`src/rtl/load_store_unit.sv`:
```
// ---------------------------------------------------------------------------
// load_store_unit
//   Multi-cycle load/store unit for the RV32I memory stage. It takes one
//   load or store per valid/ready handshake from execute, runs it on a data
//   bus that may insert wait states, and returns a one-cycle write-back
//   response. It generates byte enables and lane-replicated store data,
//   extracts and sign/zero extends load data, and rejects misaligned or
//   illegal-size requests without touching the bus.
//
// Parameters
//   DATA_W  : data bus width, 32 or 64
//   ADDR_W  : byte address width
//   TIMEOUT : BUS cycles without ack before an error response (1..255)
//
// Build option
//   LSU_TIMEOUT_EN : when defined, an 8-bit wait counter aborts a bus access
//                    after TIMEOUT cycles with rsp_err. When undefined, BUS
//                    waits for data_ack_i indefinitely.
//
// Ports
//   clk, rst            clock; synchronous active-low reset
//   req_*               request from execute (valid/ready, we, size,
//                       unsigned, addr, wdata, rd)
//   rsp_*               one-cycle response (valid, we, rd, data, err)
//   stall_o             high whenever a request is in flight
//   data_ce_o/we_o/be_o/addr_o/data_o   bus request side
//   data_i, data_ack_i  bus completion side
// ---------------------------------------------------------------------------
// state | meaning
// IDLE  | req_ready high, waiting for a request
// BUS   | bus access in flight, outputs held until ack (or timeout)
// RESP  | one-cycle response pulse, then back to IDLE
// ---------------------------------------------------------------------------
module load_store_unit #(
  parameter int DATA_W  = 32,
  parameter int ADDR_W  = 32,
  parameter int TIMEOUT = 16
) (
  input  logic                clk,
  input  logic                rst,
  input  logic                req_valid,
  output logic                req_ready,
  input  logic                req_we,
  input  logic [1:0]          req_size,
  input  logic                req_unsigned,
  input  logic [ADDR_W-1:0]   req_addr,
  input  logic [DATA_W-1:0]   req_wdata,
  input  logic [4:0]          req_rd,
  output logic                rsp_valid,
  output logic                rsp_we,
  output logic [4:0]          rsp_rd,
  output logic [DATA_W-1:0]   rsp_data,
  output logic                rsp_err,
  output logic                stall_o,
  output logic                data_ce_o,
  output logic                data_we_o,
  output logic [DATA_W/8-1:0] data_be_o,
  output logic [ADDR_W-1:0]   data_addr_o,
  output logic [DATA_W-1:0]   data_o,
  input  logic [DATA_W-1:0]   data_i,
  input  logic                data_ack_i
);

  localparam int NB    = DATA_W / 8;
  localparam int OFF_W = $clog2(NB);

  if (DATA_W != 32 && DATA_W != 64) begin : g_bad_data_w
    $error("load_store_unit: DATA_W must be 32 or 64");
  end
  if (TIMEOUT < 1 || TIMEOUT > 255) begin : g_bad_timeout
    $error("load_store_unit: TIMEOUT must be 1..255");
  end

  typedef enum logic [1:0] {
    IDLE = 2'd0,
    BUS  = 2'd1,
    RESP = 2'd2
  } state_t;

  state_t r_state;
  state_t w_next;

  logic              r_we;
  logic [1:0]        r_size;
  logic              r_unsigned;
  logic [ADDR_W-1:0] r_addr;
  logic [DATA_W-1:0] r_wdata;
  logic [4:0]        r_rd;
  logic              r_err;
  logic [DATA_W-1:0] r_rdata;

  logic              w_req_bad;
  logic              w_tmo_hit;
  logic [OFF_W-1:0]  w_off;
  logic [NB-1:0]     w_be;
  logic [DATA_W-1:0] w_st;
  logic [DATA_W-1:0] w_ld_sh;
  logic [DATA_W-1:0] w_keep;
  logic              w_fill;
  logic [DATA_W-1:0] w_ld_ext;

  // Misalignment and illegal size are decided from the live request so the
  // FSM can skip the bus entirely.
  function automatic logic f_bad(input logic [1:0] size, input logic [OFF_W-1:0] off);
    case (size)
      2'd0:    f_bad = 1'b0;
      2'd1:    f_bad = off[0];
      2'd2:    f_bad = (off[1:0] != 2'b00);
      default: f_bad = (DATA_W != 64) || (off != '0);
    endcase
  endfunction

  assign w_req_bad = f_bad(req_size, req_addr[OFF_W-1:0]);

`ifdef LSU_TIMEOUT_EN
  localparam logic [7:0] TMO = 8'(TIMEOUT);
  logic [7:0] r_cnt;

  // Counter is held at zero outside BUS, so it is clear on every BUS entry.
  // The abort fires on the cycle whose increment would reach TIMEOUT, giving
  // exactly TIMEOUT cycles of data_ce_o.
  always_ff @(posedge clk) begin
    if (!rst) begin
      r_cnt <= 8'd0;
    end else if (r_state != BUS) begin
      r_cnt <= 8'd0;
    end else if (!data_ack_i) begin
      r_cnt <= r_cnt + 8'd1;
    end
  end

  assign w_tmo_hit = ((r_cnt + 8'd1) == TMO);
`else
  assign w_tmo_hit = 1'b0;
`endif

  always_ff @(posedge clk) begin
    if (!rst) begin
      r_state <= IDLE;
    end else begin
      r_state <= w_next;
    end
  end

  // Ack wins over timeout because it is tested first in both processes.
  always_comb begin
    w_next = r_state;
    case (r_state)
      IDLE:    if (req_valid) w_next = w_req_bad ? RESP : BUS;
      BUS:     if (data_ack_i || w_tmo_hit) w_next = RESP;
      RESP:    w_next = IDLE;
      default: w_next = IDLE;
    endcase
  end

  always_ff @(posedge clk) begin
    if (!rst) begin
      r_we       <= 1'b0;
      r_size     <= 2'd0;
      r_unsigned <= 1'b0;
      r_addr     <= '0;
      r_wdata    <= '0;
      r_rd       <= 5'd0;
      r_err      <= 1'b0;
      r_rdata    <= '0;
    end else begin
      case (r_state)
        IDLE: begin
          if (req_valid) begin
            r_we       <= req_we;
            r_size     <= req_size;
            r_unsigned <= req_unsigned;
            r_addr     <= req_addr;
            r_wdata    <= req_wdata;
            r_rd       <= req_rd;
            r_err      <= w_req_bad;
            r_rdata    <= '0;
          end
        end
        BUS: begin
          if (data_ack_i) begin
            r_rdata <= r_we ? '0 : w_ld_ext;
          end else if (w_tmo_hit) begin
            r_err <= 1'b1;
          end
        end
        default: ;
      endcase
    end
  end

  // Bus-side datapath works only from captured fields, so every bus output
  // stays stable for the whole access regardless of what execute drives.
  assign w_off = r_addr[OFF_W-1:0];

  always_comb begin
    case (r_size)
      2'd0:    w_be = NB'(1) << w_off;
      2'd1:    w_be = NB'(3) << w_off;
      2'd2:    w_be = NB'(15) << w_off;
      default: w_be = '1;
    endcase
  end

  always_comb begin
    case (r_size)
      2'd0:    w_st = {NB{r_wdata[7:0]}};
      2'd1:    w_st = {(NB/2){r_wdata[15:0]}};
      2'd2:    w_st = {(NB/4){r_wdata[31:0]}};
      default: w_st = r_wdata;
    endcase
  end

  assign w_ld_sh = data_i >> {w_off, 3'b000};

  always_comb begin
    case (r_size)
      2'd0: begin
        w_keep = DATA_W'(8'hFF);
        w_fill = w_ld_sh[7];
      end
      2'd1: begin
        w_keep = DATA_W'(16'hFFFF);
        w_fill = w_ld_sh[15];
      end
      2'd2: begin
        w_keep = DATA_W'(32'hFFFF_FFFF);
        w_fill = w_ld_sh[31];
      end
      default: begin
        w_keep = '1;
        w_fill = w_ld_sh[DATA_W-1];
      end
    endcase
  end

  assign w_ld_ext = (w_ld_sh & w_keep) | ({DATA_W{w_fill & ~r_unsigned}} & ~w_keep);

  always_comb begin
    req_ready   = (r_state == IDLE);
    stall_o     = (r_state != IDLE);
    data_ce_o   = 1'b0;
    data_we_o   = 1'b0;
    data_be_o   = '0;
    data_addr_o = '0;
    data_o      = '0;
    rsp_valid   = 1'b0;
    rsp_we      = 1'b0;
    rsp_rd      = 5'd0;
    rsp_data    = '0;
    rsp_err     = 1'b0;
    if (r_state == BUS) begin
      data_ce_o   = 1'b1;
      data_we_o   = r_we;
      data_be_o   = w_be;
      data_addr_o = {r_addr[ADDR_W-1:OFF_W], {OFF_W{1'b0}}};
      data_o      = r_we ? w_st : '0;
    end
    if (r_state == RESP) begin
      rsp_valid = 1'b1;
      rsp_we    = ~r_we & ~r_err;
      rsp_rd    = r_rd;
      rsp_data  = r_rdata;
      rsp_err   = r_err;
    end
  end

endmodule

```
`config.mk`:
```
export PLATFORM = sky130hd
export DESIGN_NAME = load_store_unit
export DESIGN_NICKNAME = d
export VERILOG_FILES = /design/src/rtl/load_store_unit.sv
export SDC_FILE = /design/constraint.sdc
export NUM_CORES = 1
export LEC_CHECK = 0
export CORE_UTILIZATION = 47
export DETAILED_ROUTE_END_ITERATION = 8
export GPL_TIMING_DRIVEN = 0
export PLACE_DENSITY = 0.86
export SLEW_MARGIN = 15
export SYNTH_ARGS = -nofsm -noshare
export SYNTH_HDL_FRONTEND = slang
export SYNTH_SLANG_ARGS = --single-unit
```
`constraint.sdc`:
```
create_clock -name clk -period 6.2 [get_ports clk]
set_input_delay 1.55 -clock clk [delete_from_list [all_inputs] [get_ports clk]]
set_output_delay 1.55 -clock clk [all_outputs]
set_load 0.01 [all_outputs]
```
-- After elaboration in Yosys (flattened, before gate mapping)
Index checks and enable logic that the tools add are counted.
Widths: inputs -> output; s select.
- logic and storage cells: 63
- input port bits: 109
- output and inout port bits: 112
- register bits: 108
- equal/unequal tests: 8
- muxes and demuxes: 24
- reductions and logical operators: 9
- shift-type cells: 4
- bitwise operators: 9
- operators with widths (cell ; number):
    $mux 32 ; 7
    $pmux 32 s2 ; 3
    $and 32x32->32 ; 2
    $not 32->32 ; 1
    $or 32x32->32 ; 1
    $shr 32x5->32 ; 1
    $pmux 4 s3 ; 1
    $eq 2x1->1 const B ; 3
    $eq 2x2->1 const B ; 3
    $logic_not 2->1 ; 3
    $mux 2 ; 3
    $reduce_bool 2->1 ; 3
    $mux 1 ; 5
    $mux 5 ; 1
    $mux 4 ; 1
    $ne 2x2->1 const B ; 2
    $pmux 2 s2 ; 1
    $reduce_and 2->1 ; 2
    $shl 1x2->4 const A ; 1
    $shl 2x2->4 const A ; 1
    $shl 4x2->4 const A ; 1
    $not 1->1 ; 3
    $pmux 1 s3 ; 1
    $reduce_and 3->1 ; 1
    2 further kinds ; 3

-- Longest topological paths before layout
- word-level depth: 8
- gate-level depth with buffers: 7
- gate-level depth less buffers: 6

-- Worst setup path after synthesis
No wires, ideal clock.
- path type: register to output
- start point: reg r_size[0]
- end point: out data_o[29]
- arrival: 1.657 ns
- slack: 2.993 ns
- data required time: 4.650 ns
- stages on the path, launching flop included: 8
- path buffers: 2
- cell sequence: dfxtp_1 -> inv_1 -> ha_1 -> buf_1 -> nor2_2 -> buf_2 -> nand2_1 -> a31oi_1
- longest elaborated chain between the ends: 4
- ends and longest elaborated chain (what ; line ; RTL):
    start, declared ; 84 ; logic [1:0] r_size;
    start signal, assigned ; 171 ; r_size <= req_size;
    $eq 2x1->1 or $logic_not 2->1 (tied branches) ; 206 ; case (r_size)
    $pmux 32 s2 (*) ; 206 ;
    $mux 32 (*) ; 257 ; data_o = r_we ? w_st : '0;
    $mux 32 (*) ; 252 ; if (r_state == BUS) begin
    end, declared ; 59 ; output logic [DATA_W-1:0] data_o,
Mark *: on every way between the ends. The rest lies on a longest branch, timed or not.

-- Worst setup path after layout
- start point: reg r_size[0]
- end point: out data_o[16]
Same word-level chain as after synthesis.

==> results.md <==
* Crit share post-route at 72.6%
* DRT Pass-1 Iters at 5
* CTS H-Tree Depth at 3
* Syn_area_per_cell at 7.63 um^2
* DRC viols at 0
* WP data arrival at 2.95 ns
* Final wirelength at 17700 um
* Die Wd at 109 um
* Peak VDD IR at 0.150 mV
* Fin crit period at 4.50 ns
* Worst hold path type: reg2reg
* Total track usage at 29.3%
* Antenna diode instance count at 0
* Worst Path Max Fanout at 10
* Synth area leaders: dfxtp_1 (40%), nand2_1 (14%), a21oi_1 (9.9%)
* Cell Area, Synth at 5420 um^2
* GPL Wtd Cong at 0.917
* CTS tree: done
* Final setup fails at 0
* Vias at 5735
* Setup Buffers After CTS at 0
* Insertion delay to the later sink of the worst-skew pair at 0.34 ns
* Warnings, synthesis at 0
* Slew Limit Fails at 0
* Rows at 38
* Worst Max-Slew Pin Slew at 0.579 ns
* CP Launch Type: flip-flop
* PnR Total Power at 1630 uW
* Clk sinks at 108
* Synth area leader: dfxtp_1
* Share of layout cells above drive strength 1 at 7.10%
* EDFF count, synth at 0
* Vias in the first global route at 5462
* CTS clk-pin slew, worst paths at 0.08 ns
* Clock skew at 0.00881 ns
* Core area at 11000 um^2
* Cts bufs inserted at 9
* FF+latch count, synth at 108
* First-pass GRT wire length at 26900 um
* Register area share after synthesis at 39.9%
* P&R area growth vs syn at 48.6%
* Power density over the cells at 202 nW/um^2
* Largest net degree at the start of global routing at 19
* Setup TNS at 0 ns
* WP data required at 4.65 ns
* Cell variety after synth at 47
* Max Buffers Root-to-Sink at 2
* Run status: complete, no violations
* Final hold violations at 0
* Post-Syn Instances at 710
* Number of instances resized during post-cts repair at 0
* Port buffer count at 218
* Post-Route Utilization at 73.0%
* Post-CTS Hold Buffers at 0
* IO Count at 221
* Post-synth top area share at 39.9%
* Clk Tree Root Cell: clkbuf_16
* Global route total overflow at 0
* Number of vias per cell at 5.29
* Nets at 1054
* Die Y at 109 um
* RSZ-0062 raised after global routing: false
* Die area at 12000 um^2
* DRT antenna net count at 0
* Relative slew slack at 61.3%
* Primary FF master, synth: dfxtp_1
* Asr flop ratio synth at 0%
* Initial Util at 49.1%
* Worst Setup End Kind: output port
* HPWL Detailed at 13400 um
* Max frequency at 0.222 GHz
* Initial antenna violation count at 0
* Initial DRC count at 350
* WS Path Type: reg2out
* Drt wl/cell at 16.3 um
* Max-cap violations at 0
* P_leak at 0.00297 uW
report_power, final:
part / switching, uW / total, uW / internal [uW] / leakage (uW)
Clock: 269 / 547 / 278 / 0.000131
Combinational: 172 / 325 / 153 / 0.00196
Sequential: 23.8 / 755 / 731 / 0.000883
logic make-up (layout without fill, tap and decap cells):
logic type                 Yosys count  after routing  share of synthesized area [%]
AOI/OAI and AO/OA                  182            182                           20.5
adders and majority gates            5              5                           1.15
buffers and inverters               67            300                           6.30
DFF                                108            108                           39.9
muxes                               19             19                           3.70
other                                1              2                         0.0692
and+or+nand+nor                    328            328                           28.3
routing by layer:
layer / global-route usage, % / wire, um
met5: 0 / 0
met4: 9.43 / 342
met3: 5.75 / 1540
met2: 51.2 / 8640
met1: 36.0 / 7140
per-stage QoR:
step                      area, um^2  hold WS [ns]  cells  setup slack, ns
after CTS                       8050         0.453   1084             1.70
after global placement          7780         0.437   1069             2.12
after floorplan                 5420         0.432    711             2.99
final                           8050         0.450   1084             1.70
after global routing            8050         0.468   1084             1.46
after detailed placement        7780         0.442   1069             2.10
cell usage in the layout (no fill, tap or decap), drive strengths merged, types with 3 or more instances in the layout:
master	Yosys	final
nor2b	9	9
a211o	7	7
o21ai	10	10
mux2	8	8
and2	70	70
o2bb2ai	7	7
a22oi	24	24
mux2i	11	11
clkbuf	26	36
and3	8	8
dfxtp	108	108
o21a	6	6
a31oi	8	8
a32oi	8	8
clkdlybuf4s50	0	218
buf	36	36
nand2	207	207
ha	5	5
nand2b	3	3
a21oi	107	107
inv	5	8
nor2	18	18
worst paths after layout:
kind	from	endpoint	slack (ns)	depth (start not counted)
max reg2reg	r_size[0]$_SDFFE_PN0P_	r_rdata[11]$_SDFFE_PN0P_	4.17	6
min	r_addr[25]$_SDFFE_PN0P_	r_addr[25]$_SDFFE_PN0P_	0.45	2
min reg2reg	r_addr[25]$_SDFFE_PN0P_	r_addr[25]$_SDFFE_PN0P_	0.45	2
max	r_size[0]$_SDFFE_PN0P_	data_o[16]	1.70	8
registers in the layout, summed over array words and instances, names as in the netlist:
| name | flops |
|---|---|
| r_wdata | 32 |
| r_we | 1 |
| r_unsigned | 1 |
| r_rdata | 32 |
| r_size | 2 |
| r_state | 2 |
| r_rd | 5 |
| r_addr | 32 |
| r_err | 1 |
synth_stat cells, types with 4 or more instances:
library cell and number:
a21oi_1 107, nor2_1 16, o21ai_0 8, nor2b_1 9, buf_2 23, and2_1 70
o21a_1 6, buf_4 4, ha_1 5, and3_1 8, o2bb2ai_1 7, inv_1 4
a22oi_1 23, a32oi_1 8, mux2i_1 11, clkbuf_1 25, dfxtp_1 108, nand2_1 207
buf_6 6, a211o_1 7, a31oi_1 8, mux2_2 8
layout make-up:
class | instances | area [um^2]
buffer | 62 | 323
inverter | 5 | 18.8
clock inverter | 5 | 45.0
fill | 917 | 2980
timing repair buffer | 218 | 2180
sequential | 108 | 2160
tap | 140 | 175
multi-input combinational | 536 | 2920
clock buffer | 10 | 229
critical path, stage by stage, from the launching register on:
cell             delay (ns)
dfxtp_1                0.40
inv_1                  0.10
ha_1                   0.27
buf_1                  0.26
nor2_2                 0.42
buf_2                  0.29
nand2_1                0.08
a21oi_1                0.22
clkdlybuf4s50_1        0.58
Power figures use the tool's default switching activity.
